==> config.mk <==
export PLATFORM = sky130hd
export DESIGN_NAME = pipe_ex_recover
export DESIGN_NICKNAME = d
export VERILOG_FILES = /design/src/rtl/pipe_ex_recover.sv
export SDC_FILE = /design/constraint.sdc
export NUM_CORES = 1
export LEC_CHECK = 0
export CAP_MARGIN = 20
export CORE_ASPECT_RATIO = 1.2
export CORE_UTILIZATION = 58
export DETAILED_ROUTE_END_ITERATION = 12
export PLACE_DENSITY = 0.85
export SLEW_MARGIN = 40
export SYNTH_ARGS = -nofsm -noshare
export SYNTH_HDL_FRONTEND = slang
export SYNTH_SLANG_ARGS = --single-unit
==> constraint.sdc <==
create_clock -name clk -period 4.7 [get_ports clk]
set_clock_uncertainty 0.05 [all_clocks]
set_input_delay 0.705 -clock clk [delete_from_list [all_inputs] [get_ports clk]]
set_output_delay 0.705 -clock clk [all_outputs]
set_load 0.01 [all_outputs]
==> src/rtl/pipe_ex_recover.sv <==
// Recovers C = F - A - B (mod 2^N) through a 3-stage elastic pipeline
// with valid/ready handshakes on both ends and a completed-transaction counter.
module pipe_ex_recover #(
  parameter int N     = 10,
  parameter int CNT_W = 16
) (
  input  logic             clk,
  input  logic             rst,
  input  logic             in_valid,
  output logic             in_ready,
  input  logic [N-1:0]     F,
  input  logic [N-1:0]     A,
  input  logic [N-1:0]     B,
  input  logic [N-1:0]     D,
  output logic             out_valid,
  input  logic             out_ready,
  output logic [N-1:0]     C,
  output logic [CNT_W-1:0] txn_cnt
);

  logic             v1_q, v2_q, v3_q;
  logic             v1_d, v2_d, v3_d;
  logic [N-1:0]     x1_q, y_q, d1_q, x3_q, d2_q, c_q;
  logic [N-1:0]     x1_d, y_d, d1_d, x3_d, d2_d, c_d;
  logic [CNT_W-1:0] cnt_q, cnt_d;
  logic             en1, en2, en3;

  // Enables resolve from the output back so an empty stage always fills.
  assign en3      = !v3_q || out_ready;
  assign en2      = !v2_q || en3;
  assign en1      = !v1_q || en2;
  assign in_ready = en1 && !rst;

  always_comb begin
    v1_d  = v1_q;
    x1_d  = x1_q;
    y_d   = y_q;
    d1_d  = d1_q;
    v2_d  = v2_q;
    x3_d  = x3_q;
    d2_d  = d2_q;
    v3_d  = v3_q;
    c_d   = c_q;
    cnt_d = cnt_q;
    if (en1) begin
      v1_d = in_valid;
      x1_d = A + B;
      y_d  = F - D;
      d1_d = D;
    end
    if (en2) begin
      v2_d = v1_q;
      x3_d = y_q - x1_q;
      d2_d = d1_q;
    end
    if (en3) begin
      v3_d = v2_q;
      c_d  = x3_q + d2_q;
    end
    if (v3_q && out_ready) cnt_d = cnt_q + 1'b1;
  end

  always_ff @(posedge clk) begin
    if (rst) begin
      v1_q  <= 1'b0;
      v2_q  <= 1'b0;
      v3_q  <= 1'b0;
      x1_q  <= '0;
      y_q   <= '0;
      d1_q  <= '0;
      x3_q  <= '0;
      d2_q  <= '0;
      c_q   <= '0;
      cnt_q <= '0;
    end else begin
      v1_q  <= v1_d;
      v2_q  <= v2_d;
      v3_q  <= v3_d;
      x1_q  <= x1_d;
      y_q   <= y_d;
      d1_q  <= d1_d;
      x3_q  <= x3_d;
      d2_q  <= d2_d;
      c_q   <= c_d;
      cnt_q <= cnt_d;
    end
  end

  assign out_valid = v3_q;
  assign C         = c_q;
  assign txn_cnt   = cnt_q;

endmodule
==> impl_metrics.ini, run 1 <==
[status]
status = completed

[die]
core_area_um2 = 7270
die_h_um = 97.3
num_rows = 34
die_width_um = 81.4
start_util_pct = 60.3
ios = 72
design.die.area_um2 = 7910

[critical_path]
startpoint_type = input port
crit_chain = clkdlybuf4s50_1 -> nor2b_1 -> buf_4 -> and3_1 -> buf_4 -> nor2_1 -> clkdlybuf4s50_1
cp.arrival_ps = 2760
path_class = in2out
slowest_stage = clkdlybuf4s50_1
r2r-start = out_valid$_SDFFE_PP0P_
reg2regPathDepth = 8
r2r_slack_ps = 2330
cpPeakStageDelay_ps = 600
path_max_fanout = 31
crit_family = buffers and inverters
end_kind = primary output
worstPathRequired_ps = 3940
r2r_end = x1_q[9]$_SDFFE_PP0N_
critPathBufInv = 4

[placed_design]
dpl-instance-area_um2 = 5140
port_buffers = 71
gp_congestion = 0.804
place_inst = 692
dp_hpwl_mm = 6.81

[job]
drv_cap = 0

[worst_hold_path]
min-delay-path-class = reg2reg
hold_start = d1_q[4]$_SDFFE_PP0N_
min_to = d1_q[4]$_SDFFE_PP0N_
hold_depth = 2

[global_routing]
grt_max_degree = 82
overflow = 0
grt_pass1_wl_mm = 16.0
antenna_found_initial = 0
grt_use_total_pct = 25.4
grt_pass1_vias = 3757

[finish]
layout-drive-gt1-share_pct = 4.21
multi_input_area_um2 = 2580
fill_cells = 565
design_area_um2 = 5370
n_antenna_cell = 0
final_util_pct = 73.8
regArea_um2 = 1580
finalNonFillerCells = 708
area_growth_pct = 22.4
final_nets = 698

[power_and_ir_drop]
vdd_drop_max_uv = 230
p_leak_nw = 2.29
power_density_nw_per_um2 = 341

[synth]
yosys_most_used_dff = dfxtp_1
synth_top_family_by_area = simple AND/OR/NAND/NOR gates
syn_area_um2 = 4390
yosys.area_share.adder_pct = 12.4
synthXorXnorAreaFrac_pct = 7.39
synth_nets = 633
synth_cell_type_count = 52
yosysSeqAreaShare_pct = 36.1
synth_edf_count = 0
synth_simple_gate_area_share_pct = 20.9
syn_inst = 548
ys_async_sr_fraction_pct = 0
synth_warnings = 0
yosys_register_bits = 79
post_synth.cell_area_avg_um2 = 8.00
synth.area.mux_share_pct = 0
synth-compound-area-share_pct = 18.2

[clock_network]
cts_buffer_depth = 2
clkLatencyLatePin_ps = 350
tritoncts = built
cts.clk_slew.worst_paths_ps = 70
cts_setup_buffers = 0
cts_sinks = 79
ctsHtreeMaxLevel = 3
cts_buffers = 9
clockRootBuffer = clkbuf_8
hold_buffers = 0
ctsResizeCount = 0

[timing]
final_hold_viol_count = 0
worstMarginPinSlew_ps = 805
finalSetupViolations = 0
min_period_over_period_pct = 74.8
max_freq_mhz = 284
fin_setup_tns_ps = 0
relSlewSlack_pct = 46.3
rsz0062_at_grt = false
drv_slew = 0
min_period_ps = 3520
timing.hold.ws_ps = 406

[routing]
drc = 0
wl_per_cell_um = 13.1
avgViaCountPerCell = 5.55
detail-route-antenna-nets = 0
vias = 3932
dr.pass1.iters = 4
wirelength_mm = 9.27
dr.first_iter.drc_count = 162
synthesized netlist by cell type (4+ instances only):
| cell | number | area share [%] |
|---|---|---|
| o21ai_0 | 22 | 2.5 |
| nor2_1 | 45 | 3.9 |
| o31ai_1 | 4 | 0.68 |
| ha_1 | 37 | 11 |
| buf_1 | 4 | 0.34 |
| and3_1 | 8 | 1.1 |
| nor2b_1 | 9 | 1.3 |
| inv_1 | 35 | 3.0 |
| clkbuf_1 | 13 | 1.1 |
| xnor2_1 | 19 | 3.8 |
| or3_1 | 7 | 1.0 |
| nand3_1 | 13 | 1.5 |
| a21o_1 | 5 | 0.86 |
| o21a_1 | 5 | 0.86 |
| a211oi_1 | 9 | 1.5 |
| dfxtp_1 | 79 | 36 |
| fa_1 | 4 | 1.8 |
| a21oi_1 | 67 | 7.6 |
| a31oi_1 | 5 | 0.71 |
| nand2_1 | 99 | 8.5 |
| xor2_1 | 18 | 3.6 |
cell usage in the layout (no fill, tap or decap), drive strengths merged, types with 3 or more instances in the layout:
cell and instances:
or3 7, nor3 3, xnor2 19, o21bai 3
a31oi 5, a21oi 67, xor2 18, nand4 3
a21o 5, nand3 13, a211oi 9, o21ai 24
inv 35, dfxtp 79, o21a 5, nor2b 9
nand2 99, o31ai 4, clkdlybuf4s50 70, and3 8
fa 4, ha 37, clkbuf 13, nand2b 3
nor2 46, buf 5
worst reg2reg max path: stages, from the launching register on:
cell	delay [ps]
dfxtp_1	410
nor2b_1	150
buf_4	170
and2_1	620
nand2_1	120
buf_4	260
nand2_1	110
nor2_1	50
a2111oi_2	330
per-layer routing:
layer,up-vias,GRT usage (%),wire (µm)
li1,1997,-,-
met1,1838,28.8,3910
met2,86,46.3,4900
met3,11,3.66,324
met4,0,9.34,135
met5,-,0,0
through the flow:
step,total power (W),worst slack [ps]
floorplan,0.00112,2200
global placement,0.00125,1270
detailed placement,0.00127,1210
CTS,0.00183,1210
global route,0.00193,1080
finish,0.00183,1180
state kept, by name, indices dropped and copies added (netlist names):
signal / flops
v1_q: 1
x1_q: 10
d2_q: 10
d1_q: 10
v2_q: 1
out_valid: 1
y_q: 10
txn_cnt: 16
C: 10
x3_q: 10
cell type report:
type / count / share of cell area (%)
clock inverter: 3 / 1.21
timing repair buffer: 75 / 13.7
clock buffer: 13 / 2.96
sequential: 79 / 29.5
tap: 90 / 2.10
inverter: 35 / 2.45
multi-input combinational: 413 / 48.1
how the worst max path moves through the flow:
stage,slack [ps],cells past startpoint,endpoint,start
final,1180,7,in_ready,out_ready
after global routing,1080,7,in_ready,out_ready
after CTS,1210,7,in_ready,out_ready
after detailed placement,1210,7,in_ready,out_ready
after global placement,1270,7,in_ready,out_ready
after floorplan,2200,10,y_q[8]$_SDFFE_PP0N_,F[0]
logic make-up (layout without fill, tap and decap cells):
kind of cell,count (synthesis),count (layout)
fa+ha+maj,41,41
simple gates,200,200
compound gates,135,135
buf+inv,56,126
xor+xnor,37,37
flops,79,79
power breakdown:
part	total (W)	internal, W	leakage [nW]	switching [W]
Sequential	0.000783	0.000741	0.652	0.0000419
Combinational	0.000480	0.000241	1.52	0.000239
Clock	0.000569	0.000328	0.114	0.000241
Power figures use the tool's default switching activity.
==> run 2, diff against run 1 <==
Settings changed: CORE_UTILIZATION 58 to 49, PLACE_DENSITY 0.85 to 0.76.
Clock period 4.7 ns to 3.1 ns, I/O delays scaled along.
==> run 2 against run 1 <==
  * Non-clock buffer count grew 3
  * Utilization shrank 11 points
  * First-iteration DRC count grew 8.6%
  * Die area grew 18%
  * Routed wire length grew 0.93%
  * Clock power grew 51%
  * Sequential share of layout area shrank 0.31 points
  * Sequential cell count is the same
  * Via count shrank 0.38%
  * Design area grew 1.0%
  * Count of clock-buffer cells in the layout is the same
  * Critical endpoint unchanged
  * Combinational power grew 51%
  * Largest power group unchanged
==> impl_metrics.ini, run 2 (synthesis gave the netlist of run 1 again) <==
[critical_path]
crit_family = buffers and inverters
path_class = in2out
critPathBufInv = 2
end_kind = primary output
worstPathRequired_ps = 2580
r2r_end = x3_q[8]$_SDFFE_PP0P_
crit_chain = clkdlybuf4s50_1 -> nor2b_1 -> and3_1 -> nor2_1 -> clkdlybuf4s50_1
r2r-start = x1_q[0]$_SDFFE_PP0N_
slowest_stage = clkdlybuf4s50_1
path_common_cell = clkdlybuf4s50_1
startpoint_type = input port
reg2regPathDepth = 9
r2r_slack_ps = 970
cpPeakStageDelay_ps = 590
path_max_fanout = 5
cp.arrival_ps = 2100

[routing]
avgViaCountPerCell = 5.31
wirelength_mm = 9.36
dr.pass1.iters = 4
wl_per_cell_um = 12.7
vias = 3917
drc = 0
detail-route-antenna-nets = 0
dr.first_iter.drc_count = 176

[global_routing]
overflow = 0
grt_pass1_wl_mm = 16.1
grt_max_degree = 82
grt_use_total_pct = 21.7
grt_pass1_vias = 3669
antenna_found_initial = 0

[timing]
finalSetupViolations = 0
min_period_ps = 2610
final_hold_viol_count = 0
timing.hold.ws_ps = 407
drv_slew = 0
max_freq_mhz = 383
fin_setup_tns_ps = 0
min_period_over_period_pct = 84.3
rsz0062_at_grt = false
relSlewSlack_pct = 45.5
worstMarginPinSlew_ps = 817

[worst_hold_path]
hold_start = d1_q[9]$_SDFFE_PP0N_
min_to = d1_q[9]$_SDFFE_PP0N_
min-delay-path-class = reg2reg
hold_depth = 2

[clock_network]
cts_setup_buffers = 0
ctsResizeCount = 0
clkLatencyLatePin_ps = 350
ctsHtreeMaxLevel = 3
cts.clk_slew.worst_paths_ps = 80
cts_sinks = 79
clockRootBuffer = clkbuf_8
cts_buffer_depth = 2
tritoncts = built
cts_buffers = 9
hold_buffers = 0

[die]
design.die.area_um2 = 9330
start_util_pct = 50.9
num_rows = 37
core_area_um2 = 8610
die_width_um = 88.4
ios = 72
die_h_um = 106

[finish]
finalNonFillerCells = 738
n_antenna_cell = 0
final_util_pct = 63.0
layout_commonest_cell = nand2_1
final_nets = 701
layout-drive-gt1-share_pct = 4.67
largest_reg_flops = 16
area_growth_pct = 23.7
layout_common_cells = 99 x nand2_1, 79 x dfxtp_1, 70 x clkdlybuf4s50_1, 67 x a21oi_1, 45 x nor2_1
fill_cells = 781

[status]
status = completed

[power_and_ir_drop]
vdd_drop_max_uv = 273
power_density_nw_per_um2 = 510
p_leak_nw = 2.30

[placed_design]
port_buffers = 71
place_inst = 722
gp_congestion = 0.802
dp_hpwl_mm = 7.08

[job]
drv_cap = 0
## run 2: cell types whose count changed in the layout (fill, tap and decap cells not counted), sizes merged
cell  previous run  this run
buf              5         8
## run 2: how the worst max path moves through the flow
stage	from	endpoint	slack (ps)	depth (start not counted)
after detailed placement	D[0]	y_q[8]$_SDFFE_PP0N_	200	10
after floorplan	F[0]	y_q[8]$_SDFFE_PP0N_	840	10
after global placement	D[0]	y_q[8]$_SDFFE_PP0N_	290	10
final	out_ready	in_ready	490	5
after global routing	out_ready	in_ready	400	5
after CTS	out_ready	in_ready	490	5
## run 2: metrics by stage
| step | total power, W | cell area, µm² | setup WS (ps) |
|---|---|---|---|
| 5_1_grt | 0.00295 | 5430 | 404 |
| 3_5_place_dp | 0.00193 | 5200 | 199 |
| 6_report | 0.00277 | 5430 | 488 |
| 3_3_place_gp | 0.00190 | 5200 | 293 |
| 4_1_cts | 0.00279 | 5430 | 486 |
| 2_1_floorplan | 0.00170 | 4390 | 840 |
## run 2: layout make-up
type	instances	area, µm²	share of cell area, %
Clock inverter	3	65.1	1.20
Tap cell	117	146	2.70
Timing Repair Buffer	78	758	14.0
Inverter	35	131	2.42
Sequential cell	79	1580	29.2
Clock buffer	13	159	2.93
Multi-Input combinational cell	413	2580	47.6
## run 2: worst reg2reg max path, cell delays in order (launching register included)
cell and delay [ps]:
dfxtp_1 370, ha_1 200, inv_1 60, fa_1 390
a21oi_1 210, o21ai_0 110, a21oi_1 220, a21oi_1 120
xnor2_1 150, o31ai_1 180
## run 2: report_power, final
group / leakage [nW] / internal [W] / total (W) / switching [W]
Clock: 0.114 / 0.000497 / 0.000858 / 0.000361
Sequential: 0.652 / 0.00112 / 0.00119 / 0.0000642
Combinational: 1.54 / 0.000366 / 0.000723 / 0.000358
## run 2: per-layer routing
layer	wire length, µm	global-route usage [%]	vias up
li1	-	-	2001
met1	4000	24.9	1813
met2	4850	38.6	92
met3	364	4.46	11
met4	146	8.41	0
met5	0	0	-
